`config.mk`:
```
export PLATFORM = sky130hd
export DESIGN_NAME = rf_write_arbiter
export DESIGN_NICKNAME = d
export VERILOG_FILES = /design/src/rtl/rf_pkg.sv /design/src/rtl/rf_scoreboard.sv /design/src/rtl/rf_write_arbiter.sv
export SDC_FILE = /design/constraint.sdc
export NUM_CORES = 1
export LEC_CHECK = 0
export BUFFER_PORTS_ARGS = -buffer_cell sky130_fd_sc_hd__buf_4
export CAP_MARGIN = 20
export CORE_MARGIN = 10
export CORE_UTILIZATION = 34
export DETAILED_ROUTE_END_ITERATION = 7
export SKIP_CTS_REPAIR_TIMING = 1
export SYNTH_ARGS = -nofsm -noshare
export SYNTH_HDL_FRONTEND = slang
export SYNTH_SLANG_ARGS = --single-unit
export TNS_END_PERCENT = 100
```
`constraint.sdc`:
```
create_clock -name clk -period 6.06 [get_ports clk]
set_input_delay 1.212 -clock clk [delete_from_list [all_inputs] [get_ports clk]]
set_output_delay 1.212 -clock clk [all_outputs]
set_load 0.01 [all_outputs]
```
`src/rtl/rf_pkg.sv`:
```
// Shared definitions for the register-file write-port controller.
// Requester indices, FSM states and register-file geometry.
package rf_pkg;

    localparam int REQ_CORE = 0;
    localparam int REQ_LLU  = 1;
    localparam int REQ_DBG  = 2;
    localparam int NUM_REGS = 32;

    typedef enum logic {
        ARB   = 1'b0,
        CLEAR = 1'b1
    } state_e;

endpackage

```
`src/rtl/rf_scoreboard.sv`:
```
// Busy scoreboard: one bit per register marking a pending long-latency write.
// A reserve beats a same-cycle release; a flush wipes every bit.
module rf_scoreboard
    import rf_pkg::*;
#(
    parameter int ADDR_W = 5
) (
    input  logic                clk,
    input  logic                reset,
    input  logic                set_en_i,
    input  logic [ADDR_W-1:0]   set_addr_i,
    input  logic                clr_en_i,
    input  logic [ADDR_W-1:0]   clr_addr_i,
    input  logic                flush_i,
    output logic [NUM_REGS-1:0] busy_o
);

    localparam logic [NUM_REGS-1:0] BIT0 = {{(NUM_REGS-1){1'b0}}, 1'b1};

    logic [NUM_REGS-1:0] busy_q, busy_d;
    logic [NUM_REGS-1:0] set_mask, clr_mask;

    // Register 0 is hardwired, so it can never be reserved.
    always_comb begin
        set_mask = '0;
        clr_mask = '0;
        if (set_en_i && set_addr_i != '0) set_mask = BIT0 << set_addr_i;
        if (clr_en_i) clr_mask = BIT0 << clr_addr_i;
        busy_d = (busy_q & ~clr_mask) | set_mask;
        if (flush_i) busy_d = '0;
    end

    always_ff @(posedge clk or posedge reset) begin
        if (reset) busy_q <= '0;
        else       busy_q <= busy_d;
    end

    assign busy_o = busy_q;

endmodule

```
`src/rtl/rf_write_arbiter.sv`:
```
// Register-file write-port controller: arbitrates three writeback sources with
// starvation promotion, tracks long-latency reservations, and runs a full clear.
module rf_write_arbiter
    import rf_pkg::*;
#(
    parameter int ADDR_W     = 5,
    parameter int DATA_W     = 32,
    parameter int STARVE_MAX = 4
) (
    input  logic                clk,
    input  logic                reset,
    input  logic [2:0]          req_valid,
    output logic [2:0]          req_ready,
    input  logic [ADDR_W-1:0]   req_addr0,
    input  logic [ADDR_W-1:0]   req_addr1,
    input  logic [ADDR_W-1:0]   req_addr2,
    input  logic [DATA_W-1:0]   req_data0,
    input  logic [DATA_W-1:0]   req_data1,
    input  logic [DATA_W-1:0]   req_data2,
    input  logic                rsv_valid,
    input  logic [ADDR_W-1:0]   rsv_addr,
    output logic [NUM_REGS-1:0] busy_mask,
    input  logic                clr_start,
    output logic                clr_busy,
    output logic                clr_done,
    output logic                wEn,
    output logic [ADDR_W-1:0]   addrD,
    output logic [DATA_W-1:0]   dataD
);

    localparam int              CW       = $clog2(STARVE_MAX + 1);
    localparam logic [CW-1:0]   CNT_MAX  = CW'(STARVE_MAX);
    localparam logic [ADDR_W-1:0] LAST_REG = ADDR_W'(NUM_REGS - 1);

    state_e              state_q, state_d;
    logic [CW-1:0]       starve1_q, starve1_d, starve2_q, starve2_d;
    logic                wen_q, wen_d, done_q, done_d;
    logic [ADDR_W-1:0]   addr_q, addr_d;
    logic [DATA_W-1:0]   data_q, data_d;
    logic                arb_en, promo1, promo2;
    logic [ADDR_W-1:0]   gnt_addr;
    logic [DATA_W-1:0]   gnt_data;

    assign arb_en = (state_q == ARB) && !clr_start && !reset;
    assign promo1 = req_valid[REQ_LLU] && (starve1_q == CNT_MAX);
    assign promo2 = req_valid[REQ_DBG] && (starve2_q == CNT_MAX);

    // Promoted requesters pre-empt the fixed 0 > 1 > 2 order.
    always_comb begin
        req_ready = '0;
        if (arb_en) begin
            if (promo1)                  req_ready[REQ_LLU]  = 1'b1;
            else if (promo2)             req_ready[REQ_DBG]  = 1'b1;
            else if (req_valid[REQ_CORE]) req_ready[REQ_CORE] = 1'b1;
            else if (req_valid[REQ_LLU]) req_ready[REQ_LLU]  = 1'b1;
            else if (req_valid[REQ_DBG]) req_ready[REQ_DBG]  = 1'b1;
        end
        gnt_addr = req_addr0;
        gnt_data = req_data0;
        if (req_ready[REQ_LLU]) begin
            gnt_addr = req_addr1;
            gnt_data = req_data1;
        end else if (req_ready[REQ_DBG]) begin
            gnt_addr = req_addr2;
            gnt_data = req_data2;
        end
    end

    // During CLEAR the write address register doubles as the sweep counter.
    always_comb begin
        state_d   = state_q;
        starve1_d = starve1_q;
        starve2_d = starve2_q;
        wen_d     = 1'b0;
        addr_d    = addr_q;
        data_d    = data_q;
        done_d    = 1'b0;
        case (state_q)
            ARB: begin
                if (clr_start) begin
                    state_d   = CLEAR;
                    starve1_d = '0;
                    starve2_d = '0;
                    wen_d     = 1'b1;
                    addr_d    = ADDR_W'(1);
                    data_d    = '0;
                end else begin
                    if (!req_valid[REQ_LLU] || req_ready[REQ_LLU]) starve1_d = '0;
                    else if (starve1_q != CNT_MAX) starve1_d = starve1_q + 1'b1;
                    if (!req_valid[REQ_DBG] || req_ready[REQ_DBG]) starve2_d = '0;
                    else if (starve2_q != CNT_MAX) starve2_d = starve2_q + 1'b1;
                    if (|req_ready) begin
                        wen_d  = (gnt_addr != '0);
                        addr_d = gnt_addr;
                        data_d = gnt_data;
                    end
                end
            end
            CLEAR: begin
                starve1_d = '0;
                starve2_d = '0;
                if (addr_q == LAST_REG) begin
                    state_d = ARB;
                    done_d  = 1'b1;
                end else begin
                    wen_d  = 1'b1;
                    addr_d = addr_q + 1'b1;
                    data_d = '0;
                end
            end
        endcase
    end

    always_ff @(posedge clk or posedge reset) begin
        if (reset) begin
            state_q   <= ARB;
            starve1_q <= '0;
            starve2_q <= '0;
            wen_q     <= 1'b0;
            addr_q    <= '0;
            data_q    <= '0;
            done_q    <= 1'b0;
        end else begin
            state_q   <= state_d;
            starve1_q <= starve1_d;
            starve2_q <= starve2_d;
            wen_q     <= wen_d;
            addr_q    <= addr_d;
            data_q    <= data_d;
            done_q    <= done_d;
        end
    end

    rf_scoreboard #(.ADDR_W(ADDR_W)) u_scoreboard (
        .clk        (clk),
        .reset      (reset),
        .set_en_i   (rsv_valid && (state_q == ARB)),
        .set_addr_i (rsv_addr),
        .clr_en_i   (req_valid[REQ_LLU] && req_ready[REQ_LLU]),
        .clr_addr_i (req_addr1),
        .flush_i    ((state_q == ARB) && clr_start),
        .busy_o     (busy_mask)
    );

    assign wEn      = wen_q;
    assign addrD    = addr_q;
    assign dataD    = data_q;
    assign clr_busy = (state_q == CLEAR);
    assign clr_done = done_q;

endmodule

```
==> qor.txt, run 1 <==
status - finished clean
Worst-path clk slew - 0.05 ns
Setup Crit Path Kind - input pin to output port
Reg area - 1950 um^2
Lkg Pwr - 3.00 nW
H-tree levels - 3
DP HPWL - 12000 um
die area - 17300 um^2
Final ANT Viol Nets - 0
Core ar. - 12100 um^2
fin nets - 807
area delta synth->final - 44.9%
Pre-Repair DR Iteration Count - 4
routed vias/inst - 5.15
Reg2Reg Launch Point - clr_busy
Slowest cell on crit path - buf_4
first-pass GRT wire length - 24400 um
total I/O pin count - 198
Slew HR - 0.336
unrepaired setup endpoints after global routing - no
Fillers - 1122
clk sinks - 78
routed via count - 4380
placed insts - 834
total congestion overflow - 0
Worst Path Max Fanout - 83
clk_skew - 0.0121 ns
cells after synthesis - 498
crit path from - req_valid[1]
Worst-Margin Slew - 0.996 ns
Placer Congestion - 0.855
Longest Clk Path Bufs - 2
ys async rst share - 1.00
reg-to-reg setup timing slack - 3.11 ns
FMAX - 239 MHz
Worst-Skew Late Latency - 0.34 ns
endpoint of the worst register-to-register path - addrD[0]
Syn Area/Cell - 8.47 um^2
Port Buffers - 197
Critical Path Max Stage Delay - 0.59 ns
# rows - 40
Final Hold Vio Count - 0
Netlist Area Pre-Place - 4220 um^2
fin. max-slew vios - 0
Die X - 131 um
crit path capture - req_ready[1]
Worst Hold Class - flop to flop
Starting Density - 0.350
Buf+Inv Stages, Crit Path - 4
pin count of the biggest net entering global routing - 84
DRC viols - 0
Post-synth EDFFs - 0
vias in the first global route - 4627
Clock Tree Root - clkbuf_16
First DRT Iteration DRCs - 310
synth top area cells - dfrtp_1 46%, nand2_1 9.5%, a22o_1 6.6%
final worst path period need - 4.18 ns
Multi-input gate area - 2100 um^2
Tot GR Track Use - 0.173
CTS tree - yes
Finish-stage setup viols - 0
CP endpoint kind - output port
maximum VDD drop - 0.138 mV
Post-DP Area - 5830 um^2
Die Ht - 131 um
syn nets - 627
critical path's top delay family - buffers and inverters
top_reg_cell synth - dfrtp_1
Ys Warns - 0
Arr. time, crit path - 2.97 ns
power per cell area - 254 nW/um^2
cell taking the most area after synthesis - dfrtp_1
crit path cell chain - buf_4 -> or4b_1 -> a21o_2 -> buf_4 -> clkinv_1 -> buf_4
hold_ws - 0.504 ns
ANT cells - 0
share of cells above drive strength 1 - 0.340
Top cell by count, worst path - buf_4
share of the synthesized area in the top cell type - 0.463
max-cap viol count - 0
Fin Setup TNS - 0 ns
TritonCTS buffer count - 9
count of cell types in the netlist - 52
wire length per cell - 18.3 um
r2r worst-path depth - 7
Crit path required time - 4.85 ns
final wirelength - 15600 um
Yosys reg bits - 78
fin crit share - 0.689
share of the yosys chip area belonging to registers - 0.463
Final Total Pwr - 1.55 mW
initial antenna violation count - 0
critical path depth in cells - 6
Layout Cells excl Fill - 851
crit start category - input pin
fin area - 6110 um^2
[cell usage after synthesis, types with 3 or more instances]
| master | instances |
|---|---|
| nor2b_1 | 4 |
| nand3_1 | 9 |
| o21ai_1 | 9 |
| a21oi_1 | 31 |
| a31oi_1 | 32 |
| dfrtp_1 | 78 |
| nor3_1 | 6 |
| nand2_1 | 107 |
| and3_1 | 5 |
| inv_1 | 10 |
| or3_1 | 4 |
| nand3b_1 | 6 |
| o21ai_0 | 26 |
| buf_2 | 3 |
| ha_1 | 6 |
| nand2b_1 | 3 |
| o41ai_1 | 4 |
| clkbuf_1 | 27 |
| a22o_1 | 32 |
| buf_1 | 4 |
| a31o_2 | 3 |
| nor2_1 | 48 |
[kinds of logic (layout without fill, tap and decap cells)]
| family | Yosys count | after routing | share of synthesized area |
|---|---|---|---|
| AO/OA/AOI/OAI | 156 | 156 | 0.244 |
| XOR/XNOR | 2 | 2 | 0.00415 |
| adder cells (fa/ha/maj) | 6 | 6 | 0.0178 |
| buffers and inverters | 46 | 231 | 0.0436 |
| flip-flops | 78 | 78 | 0.463 |
| multiplexers | 3 | 3 | 0.00741 |
| AND/OR/NAND/NOR | 207 | 207 | 0.220 |
[placed cells by master, fill, tap and decap left out, types with 4 or more instances in the layout]
master     instances
buf_4            203
nand2_1          107
dfrtp_1           78
nor2_1            47
a31oi_1           32
a22o_1            32
a21oi_1           31
o21ai_0           26
nand3_1            9
inv_1              9
clkbuf_16          9
o21ai_1            8
nor3_1             6
nand3b_1           6
ha_1               6
and3_1             5
nor2b_1            4
or3_1              4
o41ai_1            4
[sequential cells by signal (all words and copies together) (netlist names)]
register,flops
u_scoreboard.busy_o,32
clr_busy,1
starve2_q,3
addrD,5
wEn,1
dataD,32
clr_done,1
starve1_q,3
[layout make-up]
class,instances,area share
Clock inverter,4,0.00368
Tap cell,168,0.0344
Timing Repair Buffer,204,0.253
Sequential cell,78,0.319
Inverter,11,0.00675
Multi-Input combinational cell,374,0.343
Clock buffer,12,0.0403
[how the worst min path moves through the flow]
stage          cells past startpoint  slack, ns          from            to
2_1_floorplan                      2       0.54  starve1_q[0]  starve1_q[0]
3_3_place_gp                       1       0.49     dataD[25]     dataD[25]
3_5_place_dp                       1       0.49     dataD[25]     dataD[25]
4_1_cts                            1       0.51     dataD[28]     dataD[28]
5_1_grt                            1       0.53     dataD[10]     dataD[10]
6_report                           1       0.50     dataD[21]     dataD[21]
[metal layers]
metal | share of wire | up-vias | wire (um) | track usage
met5 | 0 | - | 0 | 0
met4 | 0.0091 | 0 | 141 | 0.0593
met1 | 0.44 | 2043 | 6780 | 0.207
met3 | 0.086 | 10 | 1340 | 0.0633
li1 | - | 2136 | - | -
met2 | 0.47 | 191 | 7280 | 0.280
[metrics by stage]
| step | worst slack [ns] | util |
|---|---|---|
| final | 1.88 | 0.507 |
| after CTS | 1.91 | 0.505 |
| after detailed placement | 1.91 | 0.483 |
| after global routing | 1.74 | 0.507 |
| after floorplan | 2.62 | - |
| after global placement | 1.95 | 0.483 |
[report_power, final]
part / switching (mW) / internal [mW]
logic: 0.204 / 0.216
clock network: 0.204 / 0.286
registers: 0.0558 / 0.587
total: 0.464 / 1.09
Power figures use the tool's default switching activity.
==> run 2, diff against run 1 <==
Clock period 6.06 ns to 3.6 ns, I/O delays scaled along.
==> run 2 against run 1 <==
Against the previous run: die area unchanged; final cell count is the same; sequential share of layout area down 0.36 points; flip-flop and latch count stayed put; global-route usage is 0.21 points higher; clock skew decreased by 0.0039 ns; critical endpoint unchanged; largest cell class unchanged; largest power group unchanged; highest routed layer unchanged.
==> qor.txt, run 2 (same netlist as run 1, synthesis figures left out) <==
status - finished clean
CTS tree - yes
First DRT Iteration DRCs - 358 (+15%)
final wirelength - 15700 um (+0.78%)
clk_skew - 0.00825 ns (-0.00390 ns)
fin area - 6180 um^2 (+1.1%)
maximum VDD drop - 0.219 mV (+58%)
Die Ht - 131 um (unchanged)
max-cap viol count - 0 (unchanged)
fin crit share - 0.825
Fin Setup TNS - 0 ns (unchanged)
Clock Tree Root - clkbuf_16
Reg2Reg Launch Point - clr_busy
Worst Path Max Fanout - 22 (-73%)
most frequent cells in the layout - 204 x buf_4, 107 x nand2_1, 78 x dfrtp_1, 47 x nor2_1
Crit path required time - 2.88 ns (-1.97 ns)
Tot GR Track Use - 0.175 (+0.00211)
Starting Density - 0.350 (unchanged)
routed via count - 4407 (+0.62%)
reg-to-reg setup timing slack - 1.08 ns (-2.03 ns)
FMAX - 337 MHz
final worst path period need - 2.97 ns
Placer Congestion - 0.869 (+1.6%)
first-pass GRT wire length - 24700 um (+1.1%)
clk sinks - 78 (unchanged)
Lkg Pwr - 3.04 nW (+1.2%)
TritonCTS buffer count - 9 (unchanged)
total congestion overflow - 0 (unchanged)
total I/O pin count - 198 (unchanged)
Core ar. - 12100 um^2 (unchanged)
wire length per cell - 18.4 um (+0.78%)
r2r worst-path depth - 6 (-1)
fin nets - 807 (unchanged)
crit start category - flop
crit path from - clr_busy
Comb power frac - 0.247 (-0.024)
most common cell after layout, fill and taps aside - buf_4
Worst-Skew Late Latency - 0.34 ns (about the same)
fin util - 0.513 (+0.00571)
unrepaired setup endpoints after global routing - no
crit path cell chain - or4b_1 -> a21o_2 -> clkinv_1 -> buf_4
Worst Hold Class - flop to flop
Critical Path Max Stage Delay - 0.62 ns (+0.03 ns)
Worst-path clk slew - 0.06 ns (about the same)
Final Hold Vio Count - 0 (unchanged)
Finish-stage setup viols - 0 (unchanged)
CP endpoint kind - output port
Net Sw Frac - 0.275 (-0.0239)
power per cell area - 460 nW/um^2 (+81%)
initial antenna violation count - 0 (unchanged)
pin count of the biggest net entering global routing - 79 (-6.0%)
DRC viols - 0 (unchanged)
hold path endpoint - dataD[21]
# rows - 40 (unchanged)
hold_sp - dataD[21]
fin. max-slew vios - 0 (unchanged)
Arr. time, crit path - 2.25 ns (-0.72 ns)
hold depth - 1 (unchanged)
DP HPWL - 12200 um (+1.7%)
Pre-Repair DR Iteration Count - 5 (+1)
Setup Crit Path Kind - flop to output port
Final ANT Viol Nets - 0 (unchanged)
die area - 17300 um^2 (unchanged)
placed insts - 835 (+0.12%)
Power Internal - 2.06 mW (+89%)
vias in the first global route - 4541 (-1.9%)
Port Buffers - 197 (unchanged)
share of power burned in registers - 0.382 (-0.031)
area delta synth->final - 46.6%
clock network power share - 0.372 (+0.056)
Layout Cells excl Fill - 851 (unchanged)
ANT cells - 0 (unchanged)
Worst-Margin Slew - 0.989 ns (-0.00678 ns)
endpoint of the worst register-to-register path - dataD[10]
Post-DP Area - 5830 um^2 (+0.13%)
H-tree levels - 3 (unchanged)
share of cells above drive strength 1 - 0.340 (unchanged)
Die X - 131 um (unchanged)
routed vias/inst - 5.18 (+0.62%)
switching pwr - 0.782 mW (+68%)
Slew HR - 0.340 (+0.00452)
Slowest cell on crit path - dfrtp_1
Longest Clk Path Bufs - 2 (unchanged)
run 2: cell count changes in the layout (fill, tap and decap cells not counted), sizes merged:
cell      previous run  this run
bufinv               0         3
clkinv               4         1
clkinvlp             1         0
clkbuf              12        13
run 2: worst max path at each step:
stage,end,cells after the start
global route,req_ready[1],4
floorplan,starve1_q[0],4
global placement,req_ready[1],5
finish,req_ready[1],4
CTS,req_ready[1],4
detailed placement,req_ready[1],5
run 2: worst max-delay path, delay by kind of cell (launching register included):
kind            cells  cell delay, ns
flops               1            0.62
compound gates      1            0.31
buf+inv             2            0.37
simple gates        1            0.61
run 2: layout make-up:
| class | count | area, um^2 |
|---|---|---|
| clock inverters | 3 | 90.1 |
| clock buffers | 13 | 260 |
| fillers | 1118 | 5880 |
| repair buffers | 204 | 1530 |
| multi-input cells | 374 | 2100 |
| inverters | 11 | 41.3 |
| flip-flops and latches | 78 | 1950 |
| well taps | 168 | 210 |
run 2: power groups by stage:
stage	sequential [mW]	clock, mW	combinational [mW]
after detailed placement	1.10	0	0.716
after floorplan	1.12	0	0.288
after global placement	1.09	0	0.705
after global routing	1.10	1.12	0.774
final	1.09	1.06	0.701
after CTS	1.09	1.08	0.716
run 2: metrics by stage:
step	worst slack (ns)	hold slack (ns)	power [mW]
floorplan	0.668	0.535	1.41
global placement	0.888	0.490	1.80
detailed placement	0.846	0.494	1.81
CTS	0.633	0.509	2.88
global route	0.533	0.524	3.00
finish	0.629	0.502	2.84
run 2: per-layer routing:
layer	global-route usage	share of wire	wire (um)	vias up
met5	0	0	0	-
met4	0.0538	0.011	174	0
met3	0.0705	0.093	1460	12
met2	0.282	0.47	7350	202
met1	0.209	0.43	6690	2056
li1	-	-	-	2137
